==> src/rtl/div_unit.sv <==
// Radix-2 restoring divider for RV32M DIV/DIVU/REM/REMU.
// Takes one quotient bit per cycle. Divide-by-zero and signed overflow complete in a single cycle.
module div_unit #(
  parameter int DATA_WIDTH     = 32,
  parameter int REG_DATA_WIDTH = 5
) (
  input  logic                      clk,
  input  logic                      rst,
  input  logic                      start,
  input  logic [2:0]                funct3,
  input  logic [DATA_WIDTH-1:0]     ALUop1,
  input  logic [DATA_WIDTH-1:0]     regOp2,
  input  logic [REG_DATA_WIDTH-1:0] rd_in,
  input  logic                      flush,
  output logic                      busy,
  output logic                      done,
  output logic [DATA_WIDTH-1:0]     result,
  output logic [REG_DATA_WIDTH-1:0] rd_out
);
  localparam int W     = DATA_WIDTH;
  localparam int CNT_W = $clog2(DATA_WIDTH + 1);

  typedef enum logic [1:0] {IDLE, RUN, FIX} state_t;
  state_t state_q, state_d;

  logic [CNT_W-1:0]          cnt_q;
  logic [W-1:0]              rem_q, quo_q, dvs_q;
  logic [1:0]                op_q;
  logic                      sa_q, sb_q;
  logic [REG_DATA_WIDTH-1:0] rd_q;

  // funct3[2] only distinguishes MUL from DIV upstream
  logic unused_f3;
  assign unused_f3 = funct3[2];

  logic          is_signed, sa, sb, div_zero, ovf, special;
  logic [W-1:0]  a_mag, b_mag, sp_res;
  assign is_signed = ~funct3[0];
  assign sa        = is_signed & ALUop1[W-1];
  assign sb        = is_signed & regOp2[W-1];
  assign a_mag     = sa ? -ALUop1 : ALUop1;
  assign b_mag     = sb ? -regOp2 : regOp2;
  assign div_zero  = (regOp2 == '0);
  assign ovf       = is_signed && (ALUop1 == {1'b1, {(W-1){1'b0}}}) && (regOp2 == '1);
  assign special   = div_zero | ovf;

  always_comb begin
    sp_res = '0;
    if (div_zero) sp_res = funct3[1] ? ALUop1 : '1;
    else if (ovf) sp_res = funct3[1] ? '0 : {1'b1, {(W-1){1'b0}}};
  end

  // Remainder stays below the divisor, so the shifted value fits in W+1 bits.
  logic [W:0]   rem_sh, diff;
  logic [W-1:0] rem_nx, quo_nx, q_fix, r_fix;
  always_comb begin
    rem_sh = {rem_q, quo_q[W-1]};
    diff   = rem_sh - {1'b0, dvs_q};
    if (!diff[W]) begin
      rem_nx = diff[W-1:0];
      quo_nx = {quo_q[W-2:0], 1'b1};
    end else begin
      rem_nx = rem_sh[W-1:0];
      quo_nx = {quo_q[W-2:0], 1'b0};
    end
    q_fix = (sa_q ^ sb_q) ? -quo_q : quo_q;
    r_fix = sa_q ? -rem_q : rem_q;
  end

  always_comb begin
    state_d = state_q;
    case (state_q)
      IDLE:    if (start && !flush && !special) state_d = RUN;
      RUN:     if (flush) state_d = IDLE;
               else if (cnt_q == CNT_W'(1)) state_d = FIX;
      FIX:     state_d = IDLE;
      default: state_d = IDLE;
    endcase
  end

  always_ff @(posedge clk) begin
    if (rst) state_q <= IDLE;
    else     state_q <= state_d;
  end

  always_ff @(posedge clk) begin
    if (rst) begin
      cnt_q  <= '0;
      rem_q  <= '0;
      quo_q  <= '0;
      dvs_q  <= '0;
      op_q   <= '0;
      sa_q   <= 1'b0;
      sb_q   <= 1'b0;
      rd_q   <= '0;
      done   <= 1'b0;
      result <= '0;
      rd_out <= '0;
    end else begin
      done <= 1'b0;
      case (state_q)
        IDLE: if (start && !flush) begin
          op_q  <= funct3[1:0];
          rd_q  <= rd_in;
          sa_q  <= sa;
          sb_q  <= sb;
          rem_q <= '0;
          quo_q <= a_mag;
          dvs_q <= b_mag;
          cnt_q <= CNT_W'(DATA_WIDTH);
          if (special) begin
            result <= sp_res;
            rd_out <= rd_in;
            done   <= 1'b1;
          end
        end
        RUN: if (!flush) begin
          rem_q <= rem_nx;
          quo_q <= quo_nx;
          cnt_q <= cnt_q - CNT_W'(1);
        end
        FIX: if (!flush) begin
          result <= op_q[1] ? r_fix : q_fix;
          rd_out <= rd_q;
          done   <= 1'b1;
        end
        default: ;
      endcase
    end
  end

  assign busy = (state_q != IDLE);
endmodule

==> config.mk <==
export PLATFORM = sky130hd
export DESIGN_NAME = div_unit
export DESIGN_NICKNAME = d
export VERILOG_FILES = /design/src/rtl/div_unit.sv
export SDC_FILE = /design/constraint.sdc
export NUM_CORES = 1
export LEC_CHECK = 0
export ABC_AREA = 1
export BUFFER_PORTS_ARGS = -buffer_cell sky130_fd_sc_hd__buf_2
export CORE_AREA = 10 10 124 211
export CTS_CLUSTER_SIZE = 30
export DETAILED_ROUTE_END_ITERATION = 8
export DIE_AREA = 0 0 134 221
export GPL_ROUTABILITY_DRIVEN = 0
export GPL_TIMING_DRIVEN = 0
export PLACE_DENSITY = 0.79
export SYNTH_ARGS = -nofsm -noshare
export SYNTH_HDL_FRONTEND = slang
export SYNTH_SLANG_ARGS = --single-unit
export TNS_END_PERCENT = 1
==> constraint.sdc <==
create_clock -name clk -period 6.8 [get_ports clk]
set_input_delay 0.34 -clock clk [delete_from_list [all_inputs] [get_ports clk]]
set_output_delay 0.34 -clock clk [all_outputs]
set_load 0.05 [all_outputs]
==> results of run 1 <==
## stage by stage
step                worst slack (ns)  power (mW)  hold WS, ns  utilization
floorplan                       4.58        1.43        0.425            -
global placement                3.98        1.65        0.438        0.631
detailed placement              3.94        1.66        0.445        0.631
CTS                             4.01        2.60        0.145        0.657
global route                    3.67        2.73        0.186        0.657
finish                          3.83        2.63        0.157        0.657
## worst max-delay path, cell delays in order (launching register included)
cell	delay (ns)
dfxtp_1	0.34
inv_1	0.20
ha_1	0.23
nand3_1	0.14
o21ai_0	0.66
nand2_1	0.14
o21ai_0	0.22
a21oi_1	0.09
nor3_1	0.74
nor2_1	0.07
## cell type report
cell class | instances | area, sq um
flip-flops and latches | 150 | 3000
multi-input cells | 1784 | 8640
inverters | 335 | 1260
clock inverters | 14 | 150
fillers | 2242 | 7730
clock buffers | 18 | 429
well taps | 300 | 375
plain buffers | 90 | 417
diodes | 2 | 5.00
repair buffers | 111 | 556
## metal layers
layer  vias to the layer above  wire length [um]  global-route usage
li1                       7906                 -                   -
met1                      7402             18200               0.353
met2                       956             26900               0.628
met3                       350              4350              0.0769
met4                         0              6780               0.377
met5                         -                 0                   0
## power by group
| part | switching (mW) | internal [mW] | leakage, nW | total [mW] |
|---|---|---|---|---|
| combinational | 0.519 | 0.210 | 5.94 | 0.729 |
| sequential | 0.0325 | 0.918 | 1.22 | 0.951 |
| clock | 0.407 | 0.543 | 0.283 | 0.950 |
| total | 0.959 | 1.67 | 7.45 | 2.63 |
## how the worst min path moves through the flow
stage | end | slack [ns]
finish | rd_q[4] | 0.16
global route | rd_q[4] | 0.19
CTS | rd_q[4] | 0.14
detailed placement | rd_q[0] | 0.45
global placement | rd_q[2] | 0.44
floorplan | rd_q[0] | 0.42
## cells by family after synthesis
kind of cell / count (synthesis) / synth area share
fa+ha+maj: 40 / 0.0382
compound gates: 422 / 0.170
buf+inv: 425 / 0.126
xor+xnor: 46 / 0.0308
flops: 150 / 0.226
simple gates: 1276 / 0.410
## cell usage after synthesis (all sizes together)
| cell | number |
|---|---|
| a31oi | 7 |
| clkbuf | 55 |
| ha | 39 |
| o31ai | 4 |
| o21ai | 174 |
| xnor2 | 9 |
| a21o | 2 |
| nor3b | 2 |
| o22ai | 6 |
| nor4 | 2 |
| nor3 | 34 |
| and3 | 2 |
| nor2 | 257 |
| nand2b | 1 |
| fa | 1 |
| and2 | 4 |
| o2111ai | 1 |
| o221ai | 3 |
| a221oi | 4 |
| buf | 35 |
| a211oi | 1 |
| or2 | 7 |
| inv | 334 |
| dfxtp | 150 |
| clkinv | 1 |
| nand3b | 20 |
| nand2 | 656 |
| a21oi | 204 |
| xor2 | 37 |
| nand3 | 250 |
| o21bai | 5 |
| o211ai | 11 |
| nand4 | 41 |
## flip-flops by register name (all words and copies together) (netlist names)
register / cells
sb_q: 1
rd_q: 5
dvs_q: 32
cnt_q: 6
op_q: 1
rem_q: 32
state_q: 2
rd_out: 5
result: 32
sa_q: 1
done: 1
quo_q: 32
==> load_flow_metrics.sql, run 1 <==
INSERT INTO impl_metrics (metric_group, metric, value, unit) VALUES
('critical_path', 'crit_end', 'result[12]', ''),
('critical_path', 'worstSetupEndpointType', 'flop', ''),
('sta', 'timing.setup.tns', '0', 'ns'),
('placed_design', 'numPortBuffers', '111', ''),
('global_routing', 'grt_max_degree', '17', ''),
('synth', 'synth-seq-cells', '150', ''),
('placed_design', 'placed_cell_area', '0.0142', 'sq mm'),
('clock_tree', 'cts.sinks', '150', ''),
('sta', 'worst_slew_margin_rel', '0.358', ''),
('clock_tree', 'clkTransAtPathRegs', '0.07', 'ns'),
('synth', 'synth_top_cell_by_area', 'dfxtp_1', ''),
('drt', 'drt_drc_violations_left', '0', ''),
('clock_tree', 'clock_latency', '0.45', 'ns'),
('die', 'initial_core_utilization', '0.590', ''),
('critical_path', 'rrSetupSlack', '3.83', 'ns'),
('die', 'die_y_extent', '221', 'um'),
('critical_path', 'setup.worst_path.class', 'reg -> reg', ''),
('pwr', 'p_leak', '7.45', 'nW'),
('final_layout', 'final_layout_size_suffix_gt1_frac', '0.0851', ''),
('synth', 'largest_cells_by_area_after_synthesis', 'dfxtp_1 23%, nand2_1 18%, nand3_1 9.3%', ''),
('synth', 'netlist.area_leader.share', '0.226', ''),
('sta', 'finalCriticalPeriod', '2.97', 'ns'),
('sta', 'tightest_slew', '0.953', 'ns'),
('critical_path', 'crit_reg_reg_endpoint', 'result[12]', ''),
('clock_tree', 'cts.path.max_buffers', '2', ''),
('synth', 'synth_cell_type_count', '50', ''),
('clock_tree', 'tritoncts_buffers', '17', ''),
('drt', 'route.final.wire_length', '56.3', 'mm'),
('die', 'die_area', '0.0296', 'sq mm'),
('die', 'design.portCount', '115', ''),
('critical_path', 'beginning_of_the_critical_path', 'rem_q[0]', ''),
('critical_path', 'timing.reg2reg.worst_path_depth', '9', ''),
('synth', 'synthesis.yosys.warnings', '0', ''),
('synth', 'ys_seq_area_frac', '0.226', ''),
('clock_tree', 'resize_count_post_cts', '0', ''),
('hold_path', 'hold_path_class', 'in -> reg', ''),
('final_layout', 'layout_commonest_cell', 'nand2_1', ''),
('critical_path', 'required', '7.10', 'ns'),
('synth', 'syn_inst', '2359', ''),
('final_layout', 'final_design_area_no_fill', '0.0148', 'sq mm'),
('sta', 'setup_viol', '0', ''),
('drt', 'drt-pass1-iter-count', '7', ''),
('drt', 'num_vias', '16614', ''),
('clock_tree', 'htree_num_levels', '4', ''),
('final_layout', 'layout.cells.non_filler', '2804', ''),
('final_layout', 'syn_to_final_growth', '11.4', '%'),
('pwr', 'power_per_cell_area', '177', 'mW/mm^2'),
('clock_tree', 'clk_root_buffer_cell', 'clkbuf_16', ''),
('critical_path', 'worst_r2r_startpoint', 'rem_q[0]', ''),
('clock_tree', 'cts.hold.buffers_added', '0', ''),
('critical_path', 'worst-endpoint-arrival', '3.28', 'ns'),
('sta', 'post-route-period-util', '0.437', ''),
('drt', 'antenna_violating_nets_remaining', '0', ''),
('placed_design', 'place.detailed.instances', '2770', ''),
('hold_path', 'timing.hold.worst.start', 'rd_in[4]', ''),
('sta', 'final_hold_viol_count', '0', ''),
('synth', 'synth.avg_cell_area', '5.64', 'sq um'),
('sta', 'rsz0062_at_grt', 'false', ''),
('clock_tree', 'tritoncts', 'built', ''),
('die', 'die_w', '134', 'um'),
('drt', 'avgRoutedWirePerCell', '20.1', 'um'),
('die', 'coreArea', '0.0226', 'sq mm'),
('critical_path', 'critPathMaxFanout', '5', ''),
('run_status', 'run_status', 'finished clean', ''),
('global_routing', 'first_global_vias', '15962', ''),
('die', 'rows', '73', ''),
('final_layout', 'finalNetCount', '2605', ''),
('placed_design', 'dp.final_hpwl', '44.2', 'mm'),
('global_routing', 'number_of_antenna_violations_at_the_first_check_in_global_routing', '0', ''),
('hold_path', 'hold-path-cell-count', '3', ''),
('sta', 'achievable-frequency', '336', 'MHz'),
('clock_tree', 'post-cts-setup-buffers', '0', ''),
('pwr', 'vdd_drop_max', '154', 'uV'),
('drt', 'drt-initial-drc-count', '1691', ''),
('drt', 'vias_per_cell', '5.93', ''),
('synth', 'netlist_area', '0.0133', 'sq mm'),
('sta', 'drv_slew', '0', ''),
('flow_run', 'cap_violations', '0', ''),
('global_routing', 'overflow', '0', ''),
('synth', 'synth.net_count', '2475', ''),
('sta', 'clock_skew', '0.00957', 'ns'),
('global_routing', 'track_usage', '0.370', ''),
('global_routing', 'grt_first_pass_wirelength', '85.4', 'mm'),
('final_layout', 'most-common-layout-cells', '649 x nand2_1, 326 x inv_1, 248 x nor2_1, 247 x nand3_1, 202 x a21oi_1', ''),
('critical_path', 'crit_path_start_kind', 'flop', '');
Power figures use the tool's default switching activity.
==> run 2, diff against run 1 <==
==> config.mk (replaced) <==
export PLATFORM = sky130hd
export DESIGN_NAME = div_unit
export DESIGN_NICKNAME = d
export VERILOG_FILES = /design/src/rtl/div_unit.sv
export SDC_FILE = /design/constraint.sdc
export NUM_CORES = 1
export LEC_CHECK = 0
export ABC_AREA = 0
export BUFFER_PORTS_ARGS = -buffer_cell sky130_fd_sc_hd__buf_2
export CORE_AREA = 10 10 120 204
export CTS_CLUSTER_SIZE = 30
export DETAILED_ROUTE_END_ITERATION = 8
export DIE_AREA = 0 0 130 214
export GPL_ROUTABILITY_DRIVEN = 0
export GPL_TIMING_DRIVEN = 0
export PLACE_DENSITY = 0.77
export SYNTH_ARGS = -nofsm -noshare
export SYNTH_HDL_FRONTEND = slang
export SYNTH_SLANG_ARGS = --single-unit
export TNS_END_PERCENT = 1
==> constraint.sdc (replaced) <==
create_clock -name clk -period 2.45 [get_ports clk]
set_input_delay 0.1225 -clock clk [delete_from_list [all_inputs] [get_ports clk]]
set_output_delay 0.1225 -clock clk [all_outputs]
set_load 0.05 [all_outputs]
==> run 2 against run 1 <==
  * The run now ends with setup timing left
  * Fmax fell by 14%
  * Wire length fell by 26%
  * Clock power rose to 2.9 times the previous value
  * Critical path type unchanged
==> load_flow_metrics.sql, run 2 <==
INSERT INTO impl_metrics (metric_group, metric, value, unit) VALUES
('run_status', 'run_status', 'finished, violations left', ''),
('run_status', 'violations', 'setup timing', ''),
('synth', 'netlist.area_leader.share', '0.264', ''),
('synth', 'synth.top_cells.by_count', '178 x nor2_1, 150 x dfxtp_1, 148 x nand2_1, 123 x a21oi_1, 83 x clkbuf_1', ''),
('synth', 'synth_top_cell_by_area', 'dfxtp_1', ''),
('synth', 'synth.avg_cell_area', '7.52', 'sq um'),
('critical_path', 'cpMaxStageDelayCell', 'or4_4', ''),
('hold_path', 'hold_path_class', 'in -> reg', ''),
('die', 'initial_core_utilization', '0.537', ''),
('sta', 'setup_viol', '53', ''),
('final_layout', 'syn_to_final_growth', '17.7', '%'),
('sta', 'drv_slew', '0', ''),
('pwr', 'fin_total_pwr', '7.05', 'mW'),
('synth', 'synth.net_count', '1627', ''),
('final_layout', 'most-common-layout-cells', '178 x nor2_1, 147 x nand2_1, 145 x dfxtp_1, 123 x a21oi_1, 117 x buf_2', ''),
('synth', 'synth.most_common_cell', 'nor2_1', ''),
('critical_path', 'worstPathBufferInverterCount', '2', ''),
('global_routing', 'first_global_vias', '12351', ''),
('critical_path', 'critPathMaxFanout', '10', ''),
('critical_path', 'worst-endpoint-arrival', '3.76', 'ns'),
('critical_path', 'required', '2.77', 'ns'),
('drt', 'num_vias', '12440', ''),
('die', 'coreArea', '0.0211', 'sq mm'),
('sta', 'achievable-frequency', '291', 'MHz'),
('synth', 'synth_cell_type_count', '77', ''),
('clock_tree', 'clkTransAtPathRegs', '0.06', 'ns'),
('pwr', 'p_leak', '5.10', 'nW'),
('synth', 'largest_cells_by_area_after_synthesis', 'dfxtp_1 26%, nor2_1 5.9%, xnor2_1 5.8%', ''),
('drt', 'avgRoutedWirePerCell', '21.8', 'um'),
('pwr', 'vdd_drop_max', '549', 'uV'),
('die', 'die_area', '0.0278', 'sq mm'),
('sta', 'rsz0062_at_grt', 'true', ''),
('pwr', 'netSwitchingFraction', '0.326', ''),
('synth', 'dominantRegCellSynth', 'dfxtp_1', ''),
('die', 'design.portCount', '115', ''),
('clock_tree', 'clk_root_buffer_cell', 'clkbuf_16', ''),
('clock_tree', 'cts.sinks', '150', ''),
('sta', 'tightest_slew', '0.956', 'ns'),
('pwr', 'power.net_switching', '2.30', 'mW'),
('synth', 'syn_inst', '1511', ''),
('critical_path', 'crit_path_start_kind', 'flop', ''),
('hold_path', 'timing.hold.worst.start', 'regOp2[9]', ''),
('clock_tree', 'clock_latency', '0.46', 'ns'),
('pwr', 'share_clk_of_total_power', '0.394', ''),
('sta', 'clock_skew', '0.0130', 'ns'),
('critical_path', 'worstSetupEndpointType', 'flop', ''),
('drt', 'drt_drc_violations_left', '0', ''),
('drt', 'drt-pass1-iter-count', '8', ''),
('flow_run', 'cap_violations', '0', ''),
('global_routing', 'number_of_antenna_violations_at_the_first_check_in_global_routing', '0', ''),
('pwr', 'share_seq_of_total_power', '0.373', ''),
('pwr', 'power_per_cell_area', '527', 'mW/mm^2'),
('pwr', 'combinationalPowerShare', '0.233', ''),
('sta', 'final_hold_viol_count', '0', ''),
('die', 'die_y_extent', '214', 'um'),
('synth', 'netlist_area', '0.0114', 'sq mm'),
('sta', 'post-route-period-util', '1.41', ''),
('clock_tree', 'tritoncts_buffers', '17', ''),
('drt', 'vias_per_cell', '6.47', ''),
('drt', 'drt-initial-drc-count', '1436', ''),
('sta', 'finalCriticalPeriod', '3.44', 'ns'),
('placed_design', 'dp_slack', '-1.06', 'ns'),
('drt', 'route.final.wire_length', '41.9', 'mm'),
('die', 'die_w', '130', 'um'),
('clock_tree', 'htree_num_levels', '4', ''),
('final_layout', 'final_layout_size_suffix_gt1_frac', '0.157', ''),
('sta', 'final_critical_path_setup_slack', '-0.992', 'ns'),
('global_routing', 'overflow', '0', ''),
('clock_tree', 'cts.path.max_buffers', '2', ''),
('synth', 'synth-seq-cells', '150', ''),
('critical_path', 'beginning_of_the_critical_path', 'rem_q[8]', ''),
('clock_tree', 'tritoncts', 'built', ''),
('pwr', 'power.internal', '4.75', 'mW'),
('final_layout', 'finalNetCount', '1770', ''),
('drt', 'antenna_violating_nets_remaining', '0', ''),
('global_routing', 'track_usage', '0.296', ''),
('global_routing', 'grt_first_pass_wirelength', '64.8', 'mm'),
('placed_design', 'numPortBuffers', '113', ''),
('synth', 'number_of_flops_mapped_to_enable_cells_by_yosys', '0', ''),
('critical_path', 'cpPeakStageDelay', '0.55', 'ns'),
('critical_path', 'setup.worst_path.class', 'reg -> reg', ''),
('die', 'rows', '71', ''),
('critical_path', 'cp_cell_sequence', 'ha_1, nand2_1, or4_4, a211oi_4, and3b_2, o2111a_1, a311oi_4, buf_6, buf_8, mux2i_1, o21ai_1', ''),
('synth', 'synth-async-reset-ratio', '0', ''),
('final_layout', 'num_antenna_cells', '0', ''),
('final_layout', 'layout_commonest_cell', 'nor2_1', ''),
('sta', 'worst_slew_margin_rel', '0.363', ''),
('global_routing', 'grt_max_degree', '17', ''),
('placed_design', 'dp.final_hpwl', '32.0', 'mm'),
('synth', 'synthesis.yosys.warnings', '0', ''),
('critical_path', 'worst_r2r_startpoint', 'rem_q[8]', ''),
('critical_path', 'worst_path_dominant_cell_family', 'simple AND/OR/NAND/NOR gates', ''),
('synth', 'ys_seq_area_frac', '0.264', '');
## run 2: worst register-to-register path: cells and delay by family (launching register included)
family | cells | cell delay [ns]
AOI/OAI and AO/OA | 4 | 0.93
adders and majority gates | 1 | 0.41
buffers and inverters | 2 | 0.37
DFF | 1 | 0.41
muxes | 1 | 0.22
and+or+nand+nor | 3 | 0.99
## run 2: path summary, 6_finish.rpt
path	cells past startpoint	endpoint	slack, ns
worst max-delay path	11	rem_q[28]	-0.99
worst min-delay path	3	dvs_q[9]	0.02
worst max register to register	11	rem_q[28]	-0.99
worst min register to register	2	dvs_q[26]	0.46
## run 2: what timing repair did
item,in CTS,in global routing
setup buffers,2,0
resized for setup,54,33
hold endpoints to repair,14,0
hold buffers,9,0
endpoints found under the setup margin,80,78
pin swaps,5,3
## run 2: logic make-up after synthesis
kind of cell             Yosys count  synth area share
AND/OR/NAND/NOR                  534             0.222
AO/OA/AOI/OAI                    456             0.276
buffers and inverters            162            0.0595
flip-flops                       150             0.264
XOR/XNOR                         145             0.112
adder cells (fa/ha/maj)           40            0.0447
multiplexers                      24            0.0211
## run 2: layout make-up
class,instances,area (sq um)
fill,1866,7770
inverter,59,221
timing repair buffer,124,674
clock inverter,14,174
tap,255,319
buffer,103,527
sequential,150,3010
multi-input combinational,1199,8020
clock buffer,18,429
## run 2: metal layers
| metal | vias up | part of all wire | global-route usage |
|---|---|---|---|
| li1 | 5754 | - | - |
| met1 | 5728 | 0.34 | 0.292 |
| met2 | 734 | 0.51 | 0.517 |
| met3 | 224 | 0.078 | 0.0658 |
| met4 | 0 | 0.078 | 0.230 |
| met5 | - | 0 | 0 |
## run 2: power by group through the flow
stage,logic [mW],registers [mW],clock network (mW)
after CTS,1.57,2.62,2.76
after floorplan,1.04,2.65,0
after detailed placement,1.49,2.67,0
after global placement,1.47,2.67,0
after global routing,1.78,2.64,2.87
final,1.64,2.63,2.78
## run 2: metrics by stage
step | utilization | hold slack, ns | TNS [ns] | std cells | area (sq um)
after floorplan | - | 0.258 | -12.44 | 1511 | 11400
after global placement | 0.580 | 0.378 | -63.06 | 1879 | 12300
after detailed placement | 0.580 | 0.387 | -65.48 | 1879 | 12300
after CTS | 0.626 | 0.0174 | -32.61 | 1922 | 13200
after global routing | 0.633 | 0.0557 | -41.38 | 1922 | 13400
final | 0.633 | 0.0215 | -37.95 | 1922 | 13400
